==> config.mk <==
export PLATFORM = sky130hd
export DESIGN_NAME = max7219_frame_tx
export DESIGN_NICKNAME = d
export VERILOG_FILES = /design/src/rtl/max7219_pkg.sv /design/src/rtl/max7219_tick_cnt.sv /design/src/rtl/max7219_frame_tx.sv
export SDC_FILE = /design/constraint.sdc
export NUM_CORES = 1
export LEC_CHECK = 0
export BUFFER_PORTS_ARGS = -buffer_cell sky130_fd_sc_hd__buf_4
export CAP_MARGIN = 25
export CORE_MARGIN = 1.5
export CORE_UTILIZATION = 46
export DETAILED_ROUTE_END_ITERATION = 8
export GPL_TIMING_DRIVEN = 0
export PLACE_DENSITY = 0.67
export RECOVER_POWER = 50
export SYNTH_ARGS = -nofsm -noshare
export SYNTH_HDL_FRONTEND = slang
export SYNTH_SLANG_ARGS = --single-unit
export TNS_END_PERCENT = 30
==> constraint.sdc <==
create_clock -name clk -period 2 [get_ports clk]
set_input_delay 0.4 -clock clk [delete_from_list [all_inputs] [get_ports clk]]
set_output_delay 0.4 -clock clk [all_outputs]
set_load 0.02 [all_outputs]
==> src/rtl/max7219_pkg.sv <==
// Shared definitions for the MAX7219 frame serializer: register map,
// frame width, FSM state encoding and a small sizing helper.
package max7219_pkg;

  // One MAX7219 register write: 4 don't-care bits, 4 address bits, 8 data bits.
  localparam int FRAME_W = 16;

  // MAX7219 register addresses (frame bits [11:8]).
  localparam logic [3:0] REG_NOOP       = 4'h0;
  localparam logic [3:0] REG_DIGIT0     = 4'h1;
  localparam logic [3:0] REG_DIGIT1     = 4'h2;
  localparam logic [3:0] REG_DIGIT2     = 4'h3;
  localparam logic [3:0] REG_DIGIT3     = 4'h4;
  localparam logic [3:0] REG_DIGIT4     = 4'h5;
  localparam logic [3:0] REG_DIGIT5     = 4'h6;
  localparam logic [3:0] REG_DIGIT6     = 4'h7;
  localparam logic [3:0] REG_DIGIT7     = 4'h8;
  localparam logic [3:0] REG_DECODE     = 4'h9;
  localparam logic [3:0] REG_INTENSITY  = 4'hA;
  localparam logic [3:0] REG_SCAN_LIMIT = 4'hB;
  localparam logic [3:0] REG_SHUTDOWN   = 4'hC;
  localparam logic [3:0] REG_TEST       = 4'hF;

  // Serializer FSM states.
  localparam logic [2:0] ST_IDLE = 3'd0;
  localparam logic [2:0] ST_LOW  = 3'd1;
  localparam logic [2:0] ST_HIGH = 3'd2;
  localparam logic [2:0] ST_HOLD = 3'd3;
  localparam logic [2:0] ST_GAP  = 3'd4;

  // Largest of three phase lengths; sizes the shared phase counter.
  function automatic int max3(input int a, input int b, input int c);
    int m;
    m = (a > b) ? a : b;
    return (m > c) ? m : c;
  endfunction

endpackage

==> src/rtl/max7219_tick_cnt.sv <==
// Loadable down-counter used to time every phase of the frame.
// Loading N-1 makes o_tc assert on the N-th cycle after the load edge,
// so a phase entered with a load lasts exactly N clk cycles.
module max7219_tick_cnt #(
  parameter int W = 3
) (
  input  logic         clk,
  input  logic         i_rst_n,
  input  logic         i_load,
  input  logic [W-1:0] i_load_val,
  output logic         o_tc
);

  logic [W-1:0] r_cnt;

  // Load has priority; otherwise count down and park at zero.
  always_ff @(posedge clk or negedge i_rst_n) begin
    if (!i_rst_n) begin
      r_cnt <= '0;
    end else if (i_load) begin
      r_cnt <= i_load_val;
    end else if (r_cnt != '0) begin
      r_cnt <= r_cnt - 1'b1;
    end
  end

  assign o_tc = (r_cnt == '0);

endmodule

==> src/rtl/max7219_frame_tx.sv <==
// SPI serializer for the MAX7219: one 16-bit register write per start
// handshake, shifted MSB-first with cs low for the whole frame, then cs is
// raised so the MAX7219 latches the word. Parameters must all be >= 1.
module max7219_frame_tx
  import max7219_pkg::*;
#(
  parameter int CLK_DIV = 4,
  parameter int CS_HOLD = 2,
  parameter int CS_GAP  = 4
) (
  input  logic               clk,
  input  logic               reset,
  input  logic               start,
  input  logic [FRAME_W-1:0] data_in,
  output logic               busy,
  output logic               done,
  output logic               sclk,
  output logic               mosi,
  output logic               cs
);

  localparam int CNT_W = $clog2(max3(CLK_DIV, CS_HOLD, CS_GAP) + 1);
  localparam logic [CNT_W-1:0] LD_DIV  = CNT_W'(CLK_DIV - 1);
  localparam logic [CNT_W-1:0] LD_HOLD = CNT_W'(CS_HOLD - 1);
  localparam logic [CNT_W-1:0] LD_GAP  = CNT_W'(CS_GAP - 1);
  localparam logic [3:0]       LAST_BIT = 4'(FRAME_W - 1);

  logic [2:0]         r_state;
  logic [FRAME_W-2:0] r_shift;    // bits still to send; the MSB goes out at acceptance
  logic [3:0]         r_bit_cnt;
  logic               r_busy;
  logic               r_done;
  logic               r_sclk;
  logic               r_mosi;
  logic               r_cs;

  logic               w_load;
  logic [CNT_W-1:0]   w_load_val;
  logic               w_tc;

  max7219_tick_cnt #(.W(CNT_W)) u_tick (
    .clk        (clk),
    .i_rst_n    (reset),
    .i_load     (w_load),
    .i_load_val (w_load_val),
    .o_tc       (w_tc)
  );

  // Reload the phase counter on every transition with the next phase's length.
  always_comb begin
    w_load     = 1'b0;
    w_load_val = '0;
    case (r_state)
      ST_IDLE: begin
        if (start) begin
          w_load     = 1'b1;
          w_load_val = LD_DIV;
        end
      end
      ST_LOW: begin
        if (w_tc) begin
          w_load     = 1'b1;
          w_load_val = LD_DIV;
        end
      end
      ST_HIGH: begin
        if (w_tc) begin
          w_load     = 1'b1;
          w_load_val = (r_bit_cnt != 4'd0) ? LD_DIV : LD_HOLD;
        end
      end
      ST_HOLD: begin
        if (w_tc) begin
          w_load     = 1'b1;
          w_load_val = LD_GAP;
        end
      end
      default: begin
        w_load     = 1'b0;
        w_load_val = '0;
      end
    endcase
  end

  // Frame sequencer: accept, 16 low/high sclk phases, cs hold, cs gap, done.
  always_ff @(posedge clk or negedge reset) begin
    if (!reset) begin
      r_state   <= ST_IDLE;
      r_shift   <= '0;
      r_bit_cnt <= 4'd0;
      r_busy    <= 1'b0;
      r_done    <= 1'b0;
      r_sclk    <= 1'b0;
      r_mosi    <= 1'b0;
      r_cs      <= 1'b1;
    end else begin
      case (r_state)
        ST_IDLE: begin
          r_done <= 1'b0;
          if (start) begin
            r_shift   <= data_in[FRAME_W-2:0];
            r_mosi    <= data_in[FRAME_W-1];
            r_cs      <= 1'b0;
            r_busy    <= 1'b1;
            r_bit_cnt <= LAST_BIT;
            r_state   <= ST_LOW;
          end
        end
        ST_LOW: begin
          if (w_tc) begin
            r_sclk  <= 1'b1;
            r_state <= ST_HIGH;
          end
        end
        ST_HIGH: begin
          if (w_tc) begin
            r_sclk <= 1'b0;
            if (r_bit_cnt != 4'd0) begin
              // next bit is presented together with the falling sclk edge
              r_mosi    <= r_shift[FRAME_W-2];
              r_shift   <= {r_shift[FRAME_W-3:0], 1'b0};
              r_bit_cnt <= r_bit_cnt - 4'd1;
              r_state   <= ST_LOW;
            end else begin
              r_mosi  <= 1'b0;
              r_state <= ST_HOLD;
            end
          end
        end
        ST_HOLD: begin
          if (w_tc) begin
            r_cs    <= 1'b1;   // rising LOAD latches the word in the MAX7219
            r_state <= ST_GAP;
          end
        end
        ST_GAP: begin
          if (w_tc) begin
            r_busy  <= 1'b0;
            r_done  <= 1'b1;
            r_state <= ST_IDLE;
          end
        end
        default: begin
          r_state <= ST_IDLE;
        end
      endcase
    end
  end

  assign busy = r_busy;
  assign done = r_done;
  assign sclk = r_sclk;
  assign mosi = r_mosi;
  assign cs   = r_cs;

endmodule

==> impl_metrics.env <==
export IMPL_status="completed"
export IMPL_start_util=0.489
export IMPL_p_switching_mw=0.231
export IMPL_start_kind="register"
export IMPL_multiInputGateArea_um2=657
export IMPL_syn_inst=169
export IMPL_diodes=0
export IMPL_seq_area_frac_synth=0.499
export IMPL_clock_sinks=30
export IMPL_worstHoldPathType="input port to register"
export IMPL_clock_latency_ns=0.34
export IMPL_vias=1281
export IMPL_cp_arrival_ns=2.05
export IMPL_synth_main_ff_cell="dfrtp_1"
export IMPL_antenna_left=0
export IMPL_max_freq_ghz=0.554
export IMPL_endpoint_kind="register"
export IMPL_numPlacedInstances=236
export IMPL_switching_share=0.231
export IMPL_die_area_mm2=0.00363
export IMPL_drive_gt1_frac=0.198
export IMPL_coreArea_mm2=0.00308
export IMPL_holdWs_ns=0.320
export IMPL_cap_violations=0
export IMPL_die_width_um=60.2
export IMPL_power_share_clock=0.348
export IMPL_internal_power_mw=0.772
export IMPL_p_leak_nw=0.828
export IMPL_crit_required_ns=2.24
export IMPL_yosys_warnings=0
export IMPL_slew_viol_final=0
export IMPL_powerDensity_mw_per_mm2=557
export IMPL_grt_first_pass_wirelength_mm=5.30
export IMPL_num_rows=20
export IMPL_peakVddDrop_mv=0.339
export IMPL_pwr_share_comb=0.048
export IMPL_cts_made_buffers=5
export IMPL_globalRouteTotalUtil=0.202
export IMPL_cts_tree="yes"
export IMPL_pwr_share_seq=0.604
export IMPL_synth_ff_latch_count=30
export IMPL_clockBufferDepth=2
export IMPL_fin_crit_ns=1.81
export IMPL_synth_edf_count=0
export IMPL_avgSynthCellArea_um2=8.91
export IMPL_period_share=0.903
export IMPL_fin_tns_setup_ns=0
export IMPL_netlist_area_mm2=0.00151
export IMPL_overflow=0
export IMPL_worst_pin_slew_ns=0.729
export IMPL_drt_initial_drc_count=49
export IMPL_nets=223
export IMPL_first_global_vias=1170
export IMPL_wire_per_inst_um=12.9
export IMPL_setup_violations=0
export IMPL_synthToLayoutAreaGrowth_pct=19.7
export IMPL_gp_congestion=0.793
export IMPL_grt_max_degree=31
export IMPL_fin_worst_skew_ns=0.0127
export IMPL_antenna_found_initial=0
export IMPL_yosysUniqueCellTypes=35
export IMPL_syn_num_nets=191
export IMPL_io_buffers=23
export IMPL_detailedRoute_firstPassIterationCount=6
export IMPL_rsz0062_at_grt="no"
export IMPL_path_class="register to register"
export IMPL_regArea_um2=752
export IMPL_hpwl_mm=2.18
export IMPL_fill_cells=310
export IMPL_root_buffer="clkbuf_4"
export IMPL_power_mw=1.00
export IMPL_critPathMaxFanout=10
export IMPL_slew_headroom=0.514
export IMPL_htree_levels=2
export IMPL_io_pins=24
export IMPL_hold_viol=0
export IMPL_synthArstFlopShare=1.00
export IMPL_die_h_um=60.2
export IMPL_viasPerCell=5.21
export IMPL_routed_wl_mm=3.17
export IMPL_finalNonFillerCells=246
export IMPL_path_clk_slew_ns=0.10
export IMPL_drc=0
[sequential cells by signal (all words and copies together) (netlist names)]
name and flops:
done 1, sclk 1, r_state 3, busy 1, mosi 1, r_bit_cnt 4, r_shift 15, u_tick.r_cnt 3
cs 1
[area by class of cell]
cell class                      instances  area share
Clock buffer                            8      0.0271
Multi-Input combinational cell        122       0.364
Sequential cell                        30       0.417
Buffer                                 10      0.0396
Inverter                                7      0.0146
Timing Repair Buffer                   25       0.107
Tap cell                               44      0.0305
[cell families (layout without fill, tap and decap cells)]
group	after synthesis	in the layout	synth area share
muxes	1	1	0.00664
and+or+nand+nor	78	78	0.229
DFF	30	30	0.499
buffers and inverters	17	50	0.0648
adders and majority gates	3	3	0.0249
AOI/OAI and AO/OA	39	39	0.169
xor gates and xnor gates	1	1	0.00582
[metal layers]
metal,track usage,share of wire,vias up
met5,0,0,-
met4,0.0952,0.014,0
met3,0.0455,0.045,6
met2,0.329,0.50,29
met1,0.252,0.44,606
li1,-,-,640
[per-stage QoR]
stage | cell area (um^2) | util | setup WS (ns)
floorplan | 1510 | - | 0.384
global placement | 1730 | 0.563 | 0.180
detailed placement | 1730 | 0.563 | 0.176
CTS | 1790 | 0.583 | 0.123
global route | 1800 | 0.586 | 0.0508
finish | 1800 | 0.586 | 0.194
[path summary, 6_finish.rpt]
kind | to | startpoint | slack (ns) | cells past startpoint
max in group asynchronous | r_shift[6] | reset | 0.88 | 2
max reg2reg | r_shift[2] | u_tick.r_cnt[0] | 0.19 | 8
min | r_shift[11] | data_in[11] | 0.32 | 3
min in group asynchronous | done | reset | 0.64 | 2
max | r_shift[2] | u_tick.r_cnt[0] | 0.19 | 8
min reg2reg | done | done | 0.52 | 2
[cells in the mapped netlist, drive strengths merged (2+ instances only)]
| cell type | count | area share |
|---|---|---|
| a21oi | 10 | 0.033 |
| a31oi | 15 | 0.062 |
| buf | 8 | 0.042 |
| clkbuf | 2 | 0.0050 |
| dfrtp | 29 | 0.48 |
| ha | 3 | 0.025 |
| inv | 7 | 0.017 |
| nand2 | 33 | 0.082 |
| nand2b | 3 | 0.012 |
| nand3 | 2 | 0.0066 |
| nor2 | 28 | 0.070 |
| nor3 | 4 | 0.013 |
| nor3b | 2 | 0.013 |
| o21ai | 5 | 0.017 |
[repair_timing]
action,4_1_cts,5_1_grt
setup buffers,0,1
hold buffers,1,0
hold endpoints to repair,27,0
setup endpoints to repair,0,6
resized for setup,0,0
[worst max-delay path, stage by stage (launching register included)]
cell      delay, ns
dfrtp_1        0.37
inv_1          0.10
ha_1           0.22
nand3b_1       0.20
a211oi_4       0.33
buf_12         0.16
buf_6          0.13
nor2_1         0.04
a31oi_1        0.15
[placed cells by master (no fill, tap or decap), types with 4 or more instances in the layout]
master / synthesis / final
nor3_1: 4 / 4
a31oi_1: 15 / 15
nand2_1: 33 / 33
inv_1: 7 / 7
a21oi_1: 10 / 10
o21ai_0: 5 / 5
clkbuf_1: 2 / 7
nor2_1: 28 / 28
buf_4: 2 / 22
dfrtp_1: 29 / 29
clkbuf_4: 0 / 5
[power by group through the flow]
stage | Clock (mW) | Combinational (mW) | Sequential, mW
6_report | 0.349 | 0.0481 | 0.606
4_1_cts | 0.359 | 0.0505 | 0.606
5_1_grt | 0.386 | 0.0548 | 0.606
3_3_place_gp | 0 | 0.0470 | 0.618
3_5_place_dp | 0 | 0.0487 | 0.618
2_1_floorplan | 0 | 0.00803 | 0.618
(Power assumes the default switching activity.)
